File: config.mk
export PLATFORM = sky130hd
export DESIGN_NAME = io_entrada_responder
export DESIGN_NICKNAME = d
export VERILOG_FILES = /design/src/rtl/io_entrada_responder_pkg.sv /design/src/rtl/io_entrada_responder_debounce_sync.sv /design/src/rtl/io_entrada_responder.sv
export SDC_FILE = /design/constraint.sdc
export NUM_CORES = 1
export LEC_CHECK = 0
export CAP_MARGIN = 25
export CORE_MARGIN = 4
export CORE_UTILIZATION = 48
export CTS_CLUSTER_SIZE = 16
export DETAILED_ROUTE_END_ITERATION = 10
export PLACE_DENSITY = 0.87
export REMOVE_ABC_BUFFERS = 1
export SLEW_MARGIN = 10
export SYNTH_ARGS = -nofsm -noshare
export SYNTH_HDL_FRONTEND = slang
export SYNTH_SLANG_ARGS = --single-unit
export TNS_END_PERCENT = 1
File: constraint.sdc
create_clock -name clock -period 2.05 [get_ports clock]
set_input_delay 0.205 -clock clock [delete_from_list [all_inputs] [get_ports clock]]
set_output_delay 0.205 -clock clock [all_outputs]
set_load 0.01 [all_outputs]
File: src/rtl/io_entrada_responder_pkg.sv
// Shared definitions for the IN-instruction responder.
// Holds the CPU data word width and the responder FSM state encoding.
package io_entrada_responder_pkg;

    // Data word width shared with the CPU datapath.
    localparam int unsigned WORD_W  = 32;
    localparam int unsigned STATE_W = 3;

    typedef enum logic [STATE_W-1:0] {
        ST_IDLE         = 3'd0,
        ST_WAIT_RELEASE = 3'd1,
        ST_WAIT_PRESS   = 3'd2,
        ST_CAPTURE      = 3'd3,
        ST_DONE         = 3'd4
    } io_state_e;

endpackage

File: src/rtl/io_entrada_responder_debounce_sync.sv
// Synchroniser plus stability-counter debouncer for one board button.
// Ports:
//   clock      in  system clock, posedge
//   reset      in  asynchronous active-low reset
//   raw        in  asynchronous, bouncing button level
//   btn_db     out debounced level (registered)
//   press_evt  out one-cycle pulse on a btn_db rise (registered)
module io_entrada_responder_debounce_sync #(
    parameter int unsigned DEBOUNCE_CYCLES = 50000,
    parameter int unsigned SYNC_STAGES     = 2
) (
    input  logic clock,
    input  logic reset,
    input  logic raw,
    output logic btn_db,
    output logic press_evt
);

    localparam int unsigned CNT_W = $clog2(DEBOUNCE_CYCLES + 1);

    logic [SYNC_STAGES-1:0] sync_q;
    logic [CNT_W-1:0]       cnt_q;
    logic                   sync_lvl;

    assign sync_lvl = sync_q[SYNC_STAGES-1];

    // Metastability chain, bit 0 samples the pin.
    always_ff @(posedge clock or negedge reset) begin
        if (!reset) begin
            sync_q <= '0;
        end else begin
            sync_q <= {sync_q[SYNC_STAGES-2:0], raw};
        end
    end

    // Count consecutive cycles of disagreement; the level is accepted on the
    // DEBOUNCE_CYCLES-th one, so the counter never runs past DEBOUNCE_CYCLES.
    always_ff @(posedge clock or negedge reset) begin
        if (!reset) begin
            cnt_q     <= '0;
            btn_db    <= 1'b0;
            press_evt <= 1'b0;
        end else begin
            press_evt <= 1'b0;
            if (sync_lvl == btn_db) begin
                cnt_q <= '0;
            end else if (cnt_q >= CNT_W'(DEBOUNCE_CYCLES - 1)) begin
                cnt_q     <= '0;
                btn_db    <= sync_lvl;
                press_evt <= sync_lvl;
            end else begin
                cnt_q <= cnt_q + CNT_W'(1);
            end
        end
    end

endmodule

File: src/rtl/io_entrada_responder.sv
// Device-side responder for the CPU IN instruction.
// Debounces the board button, synchronises the switch bank, pauses the CPU
// while a request waits for a fresh press, then returns the zero-extended
// switch value with a one-cycle ready pulse.
// Ports:
//   clock             in  system clock, posedge
//   reset             in  asynchronous active-low reset
//   comandoIN         in  CPU IN request level, held until pronto
//   botaoPlaca        in  raw board button (active-high, bouncing)
//   entradaDeDadosIO  in  raw switch bank
//   dadosLidos        out captured switches, zero-extended to the word width
//   pronto            out one-cycle pulse: request served, dadosLidos valid
//   pausa             out request pending, stalls the PC
//   ledin             out "waiting for input" LED, same as pausa
module io_entrada_responder
    import io_entrada_responder_pkg::*;
#(
    parameter int unsigned DEBOUNCE_CYCLES = 50000,
    parameter int unsigned SYNC_STAGES     = 2,
    parameter int unsigned DATA_W          = 4
) (
    input  logic              clock,
    input  logic              reset,
    input  logic              comandoIN,
    input  logic              botaoPlaca,
    input  logic [DATA_W-1:0] entradaDeDadosIO,
    output logic [WORD_W-1:0] dadosLidos,
    output logic              pronto,
    output logic              pausa,
    output logic              ledin
);

    logic                               btn_db;
    logic                               press_evt;
    logic [SYNC_STAGES-1:0][DATA_W-1:0] sw_sync_q;
    io_state_e                          state_q;
    io_state_e                          state_d;
    logic                               capture_c;
    logic                               busy_c;

    io_entrada_responder_debounce_sync #(
        .DEBOUNCE_CYCLES (DEBOUNCE_CYCLES),
        .SYNC_STAGES     (SYNC_STAGES)
    ) u_btn (
        .clock     (clock),
        .reset     (reset),
        .raw       (botaoPlaca),
        .btn_db    (btn_db),
        .press_evt (press_evt)
    );

    // Switch bank synchroniser; switches are level data, no debounce needed.
    always_ff @(posedge clock or negedge reset) begin
        if (!reset) begin
            sw_sync_q <= '0;
        end else begin
            sw_sync_q <= {sw_sync_q[SYNC_STAGES-2:0], entradaDeDadosIO};
        end
    end

    // State register.
    always_ff @(posedge clock or negedge reset) begin
        if (!reset) begin
            state_q <= ST_IDLE;
        end else begin
            state_q <= state_d;
        end
    end

    // Next state. A request arriving while the button is already down must
    // first see a release, so a stale press is never consumed.
    always_comb begin
        state_d   = state_q;
        capture_c = 1'b0;
        case (state_q)
            ST_IDLE: begin
                if (comandoIN) begin
                    state_d = btn_db ? ST_WAIT_RELEASE : ST_WAIT_PRESS;
                end
            end
            ST_WAIT_RELEASE: begin
                if (!comandoIN) begin
                    state_d = ST_IDLE;
                end else if (!btn_db) begin
                    state_d = ST_WAIT_PRESS;
                end
            end
            ST_WAIT_PRESS: begin
                if (!comandoIN) begin
                    state_d = ST_IDLE;
                end else if (press_evt) begin
                    state_d   = ST_CAPTURE;
                    capture_c = 1'b1;
                end
            end
            ST_CAPTURE: begin
                state_d = ST_DONE;
            end
            ST_DONE: begin
                if (!comandoIN) begin
                    state_d = ST_IDLE;
                end
            end
            default: begin
                state_d = ST_IDLE;
            end
        endcase
    end

    assign busy_c = (state_d == ST_WAIT_RELEASE) || (state_d == ST_WAIT_PRESS);

    // Outputs registered from the next state so they track the state register
    // exactly, with no combinational path from comandoIN.
    always_ff @(posedge clock or negedge reset) begin
        if (!reset) begin
            dadosLidos <= '0;
            pronto     <= 1'b0;
            pausa      <= 1'b0;
            ledin      <= 1'b0;
        end else begin
            pronto <= (state_d == ST_CAPTURE);
            pausa  <= busy_c;
            ledin  <= busy_c;
            if (capture_c) begin
                dadosLidos <= WORD_W'(sw_sync_q[SYNC_STAGES-1]);
            end
        end
    end

endmodule

# == Word level (Yosys, flattened, before mapping) ==
# Index checks and enable logic that the tools add are counted.
# op_classes
addsub,1
magnitude_cmp,1
n_eq_ne,8
n_mux,15
n_bitwise,1
reduce_logical,3
# ops
op,count
two-way mux 16 bit,2
two-way mux 3 bit,6
adder 16 x 1 -> 16 bit (second input constant),1
greater-or-equal comparator 16 bit (second input constant),1
case mux 3 bit (5 select lines),1
equality test 3 x 2 -> 1 bit (second input constant),4
equality test 3 x 1 -> 1 bit (second input constant),2
two-way mux 1 bit,5
equality test 3 bit (second input constant),1
logical NOT 3 bit,1
two-way mux 2 bit,1
AND reduction 2 bit,1
equality test 1 bit,1
logical OR 1 bit,1
inverter 1 bit,1
# totals
ff_bits,37
in_bits,8
out_inout_bits,35
word_cells,39

# == Logic depth before layout (Yosys ltp) ==
# logic_depth
depth_word,5
depth_mapped,7
depth_no_buf,5

# == Hierarchy ==
# From an unflattened synthesis, not the netlist that was laid out.
# hier_totals
hier_cells,151
hier_area_um2,1786.7
# by_module_without_submodules
module,n_inst,cells_each,area_each_um2,seq_area_each_um2
io_entrada_responder_debounce_sync,1,88,977.2,500.5
io_entrada_responder,1,63,809.5,425.4

# == Least setup slack after synthesis ==
# OpenSTA, ideal clock, no wires.
# synth_timing
kind,flip-flop to flip-flop
start,register u_btn.cnt_q[0]
end,register u_btn.cnt_q[12]
setup_ps,71
t_arrival_ps,1538
t_required_ps,1979
setup_slack_ps,441
path_stages_with_launch,8
path_buffers,2
synth_period_minus_slack_ps,1609
cell_sequence,dfrtp_1 -> ha_1 -> nand3_2 -> a2111oi_2 -> or3b_1 -> buf_6 -> buf_8 -> nor2_1
# synth_between
elab_chain_len,3
word_cells_on_any_way,4
classes_between,add/sub (1); order compare (1); mux (2)
# synth_rtl
element,line_no,source
start: declaration,io_entrada_responder_debounce_sync.sv:22,logic [CNT_W-1:0] cnt_q;
start signal: assignment,io_entrada_responder_debounce_sync.sv:52,cnt_q <= cnt_q + CNT_W'(1);
adder 16 x 1 -> 16 bit / greater-or-equal comparator 16 bit (equally long branches),"io_entrada_responder_debounce_sync.sv:52, io_entrada_responder_debounce_sync.sv:47",
two-way mux 16 bit (*),io_entrada_responder_debounce_sync.sv:47,end else if (cnt_q >= CNT_W'(DEBOUNCE_CYCLES - 1)) begin
two-way mux 16 bit (*),io_entrada_responder_debounce_sync.sv:45,if (sync_lvl == btn_db) begin
# Mark *: on every way between the ends. The rest lies on a longest branch, timed or not.
# A chain may end at the register's enable or synchronous reset.

# == Worst setup path in the final report ==
# layout_timing
start,register u_btn.cnt_q[0]
end,register u_btn.cnt_q[11]
# The elaborated chain is that of the path after synthesis.

==> out/metrics.cfg <==
[detailed_routing]
num_vias=964
drtPass1Iterations=4
drt-vias-per-instance=4.463
detail_route.iter0.violations=29
drc_errors=0
routedWlPerCell_um=10.57
detail_route.wirelength_um=2284
antenna_left=0

[layout]
postLayoutCellArea_um2=1818
finish.net_count=178
drive_gt1_share_pct=11.18
synthToLayoutAreaGrowth_pct=8.110
diodes=0

[timing]
timing.final.setup_violations=0
grt_setup_unrepaired=no
final_critical_path_setup_slack_ns=0.3209
final.period_utilization_pct=84.35
fmax_mhz=578.3
tns_ns=0
fin_worst_skew_ns=0.01610
report.final.hold_viol_count=0
post-route-min-period_ns=1.729
report.final.slew_viol_count=0

[synth]
area_leader_netlist=sky130_fd_sc_hd__dfrtp_1
syn-instance-count=149
post_synth_num_cell_types=30
dominantRegCellSynth=sky130_fd_sc_hd__dfrtp_1
synthesis.yosys.warnings=0
synth.most_common_cell=sky130_fd_sc_hd__dfrtp_1
synth-edff-count=0
synth_seq_area_share_pct=55.06
post_synthesis_area_per_instance_um2=11.29
synth.cell_area_um2=1682
synth.top_cells.by_area=sky130_fd_sc_hd__dfrtp_1, sky130_fd_sc_hd__buf_4, sky130_fd_sc_hd__xnor2_1
yosys_register_bits=37
postSynth.asyncResetShare_pct=100.0
synth_top_area_share_pct=55.06
synth_common_cells=sky130_fd_sc_hd__dfrtp_1, sky130_fd_sc_hd__buf_4, sky130_fd_sc_hd__nor2_1

[floorplan]
core-area_um2=3363
initial_utilization_pct=50.00
design.die.area_um2=4515
ios=43
row_count=21
chipWidth_um=67.19
chipHeight_um=67.19

[global_routing]
antenna_found_initial=0
global_route.overflow_total=0
pin_count_of_the_biggest_net_entering_global_routing=38
grt_usage_pct=11.96
grt_first_pass_wirelength_um=3829
grt_pass1_vias=856

[worst_setup_path]
cp.required_ns=2.28
data_arrival_time_at_the_worst_slack_endpoint_ns=1.96
slowest_delay_ns=0.41
criticalPathCategory=flip-flop to flip-flop
end_kind=flip-flop
worst_path_max_delay_cell=sky130_fd_sc_hd__dfrtp_1
crit_fanout=9
rr_worst_depth=6
cells_along_the_critical_path=ha_1 -> nand3_2 -> a2111oi_2 -> or3b_1 -> buf_4 -> nor2_1
startpoint_type=flip-flop

[pwr]
worst_ir_drop_vdd_v=0.0004280
p_clk_share_pct=31.4
seq_power_share_pct=62.3
total_leakage_power_uw=0.0008034
power_density_nw_per_um2=667.2
fraction_of_power_spent_switching_nets_pct=25.14
internal_power_contribution_uw=908.0
net_sw_power_uw=305.0
comb_power_share_pct=6.2

[clock_tree]
tritoncts=done
numCtsBuffers=5
post_cts_setup_buffer_count=0
postCtsResizedCells=0
ctsHtreeMaxLevel=2
worst_skew_pair.late_latency_ns=0.35
cts-root-buf=sky130_fd_sc_hd__clkbuf_4
number_of_clock_sinks=37
maximum_clock_insertion_buffer_count=2
cts_hold_repair.buffers=0
clk_pin_slew_ns=0.12

[placed_design]
pre_cts_ws_ns=0.3477
placed_cell_area_um2=1759
io_buffers=14
gp_congestion=0.7556
post_dp_hpwl_um=1686

[run]
drv_cap=0

[hold_path]
holdCritPathClass=input pin to asynchronous set/reset pin

[run_status]
run_status=finished clean

## stage by stage
stage | utilization [%] | hold WS [ns] | cells | power, uW
floorplan | - | -0.09059 | 145 | 805.0
global placement | 52.31 | 0.3332 | 208 | 844.4
detailed placement | 52.31 | 0.3347 | 208 | 846.2
CTS | 54.06 | 0.2459 | 216 | 1230
global route | 54.06 | 0.2601 | 216 | 1270
finish | 54.06 | 0.2455 | 216 | 1213
## power by group through the flow
stage / Sequential (uW) / Clock, uW / Combinational, uW
floorplan: 769 / 0 / 36.2
global placement: 769 / 0 / 75.6
detailed placement: 770 / 0 / 76.0
CTS: 756 / 397 / 76.1
global route: 759 / 424 / 87.0
finish: 756 / 381 / 75.8
## metal layers
metal  routed length, um  vias to the layer above  track usage (%)
met3                 197                        5            5.158
met1                 977                      451            14.47
met4                  63                        0            6.835
met5                   0                        -                0
li1                    -                      473                -
met2                1045                       35            17.79
## state kept, by name (all words and copies together) (netlist names)
name,flops
state_q,3
dadosLidos,4
pronto,1
sw_sync_q,8
u_btn.cnt_q,16
u_btn.sync_q,2
ledin,1
u_btn.press_evt,1
u_btn.btn_db,1
## cells in the final DEF (no fill, tap or decap), types with 2 or more instances in the layout
cell and count:
sky130_fd_sc_hd__dfrtp_1 37, sky130_fd_sc_hd__conb_1 28, sky130_fd_sc_hd__nor2_1 23, sky130_fd_sc_hd__clkdlybuf4s50_1 14, sky130_fd_sc_hd__xnor2_1 12, sky130_fd_sc_hd__nand2_1 6, sky130_fd_sc_hd__nor4_1 5, sky130_fd_sc_hd__mux2_2 5
sky130_fd_sc_hd__clkbuf_4 5, sky130_fd_sc_hd__nand3_1 3, sky130_fd_sc_hd__inv_1 3, sky130_fd_sc_hd__nor3_1 3, sky130_fd_sc_hd__buf_4 3, sky130_fd_sc_hd__nand2b_1 2, sky130_fd_sc_hd__xor2_1 2, sky130_fd_sc_hd__nand4_1 2
## final timing paths
path / start / endpoint / slack, ns
worst max-delay path: u_btn.cnt_q[0] / u_btn.cnt_q[11] / 0.32
worst min-delay path: reset / dadosLidos[0] / 0.25
worst max register to register: u_btn.cnt_q[0] / u_btn.cnt_q[11] / 0.32
worst min register to register: sw_sync_q[3] / sw_sync_q[7] / 0.36
max in group asynchronous: reset / u_btn.cnt_q[9] / 1.49
min in group clock: entradaDeDadosIO[1] / sw_sync_q[1] / 0.28
## cell type report
cell class | count | area (um^2)
flip-flops and latches | 37 | 925.9
fillers | 307 | 1545
multi-input cells | 105 | 601.8
clock inverters | 3 | 21.27
clock buffers | 5 | 37.54
well taps | 46 | 57.56
inverters | 3 | 11.26
repair buffers | 17 | 162.7
## kinds of logic (layout without fill, tap and decap cells)
logic type / Yosys count / count (layout) / synth area share, %
AND/OR/NAND/NOR: 52 / 52 / 15.77
flip-flops: 37 / 37 / 55.06
buffers and inverters: 34 / 28 / 15.18
XOR/XNOR: 14 / 14 / 7.292
multiplexers: 5 / 5 / 3.348
AO/OA/AOI/OAI: 5 / 5 / 2.380
adder cells (fa/ha/maj): 1 / 1 / 0.7439
other: 1 / 28 / 0.2230
## worst max-delay path: cells and delay by family, from the launching register on
family	cells	cell delay (ns)
buffers and inverters	1	0.17
adder cells (fa/ha/maj)	1	0.22
AND/OR/NAND/NOR	3	0.45
flip-flops	1	0.41
AO/OA/AOI/OAI	1	0.38
Note: power is estimated with default switching activity, not from simulation.
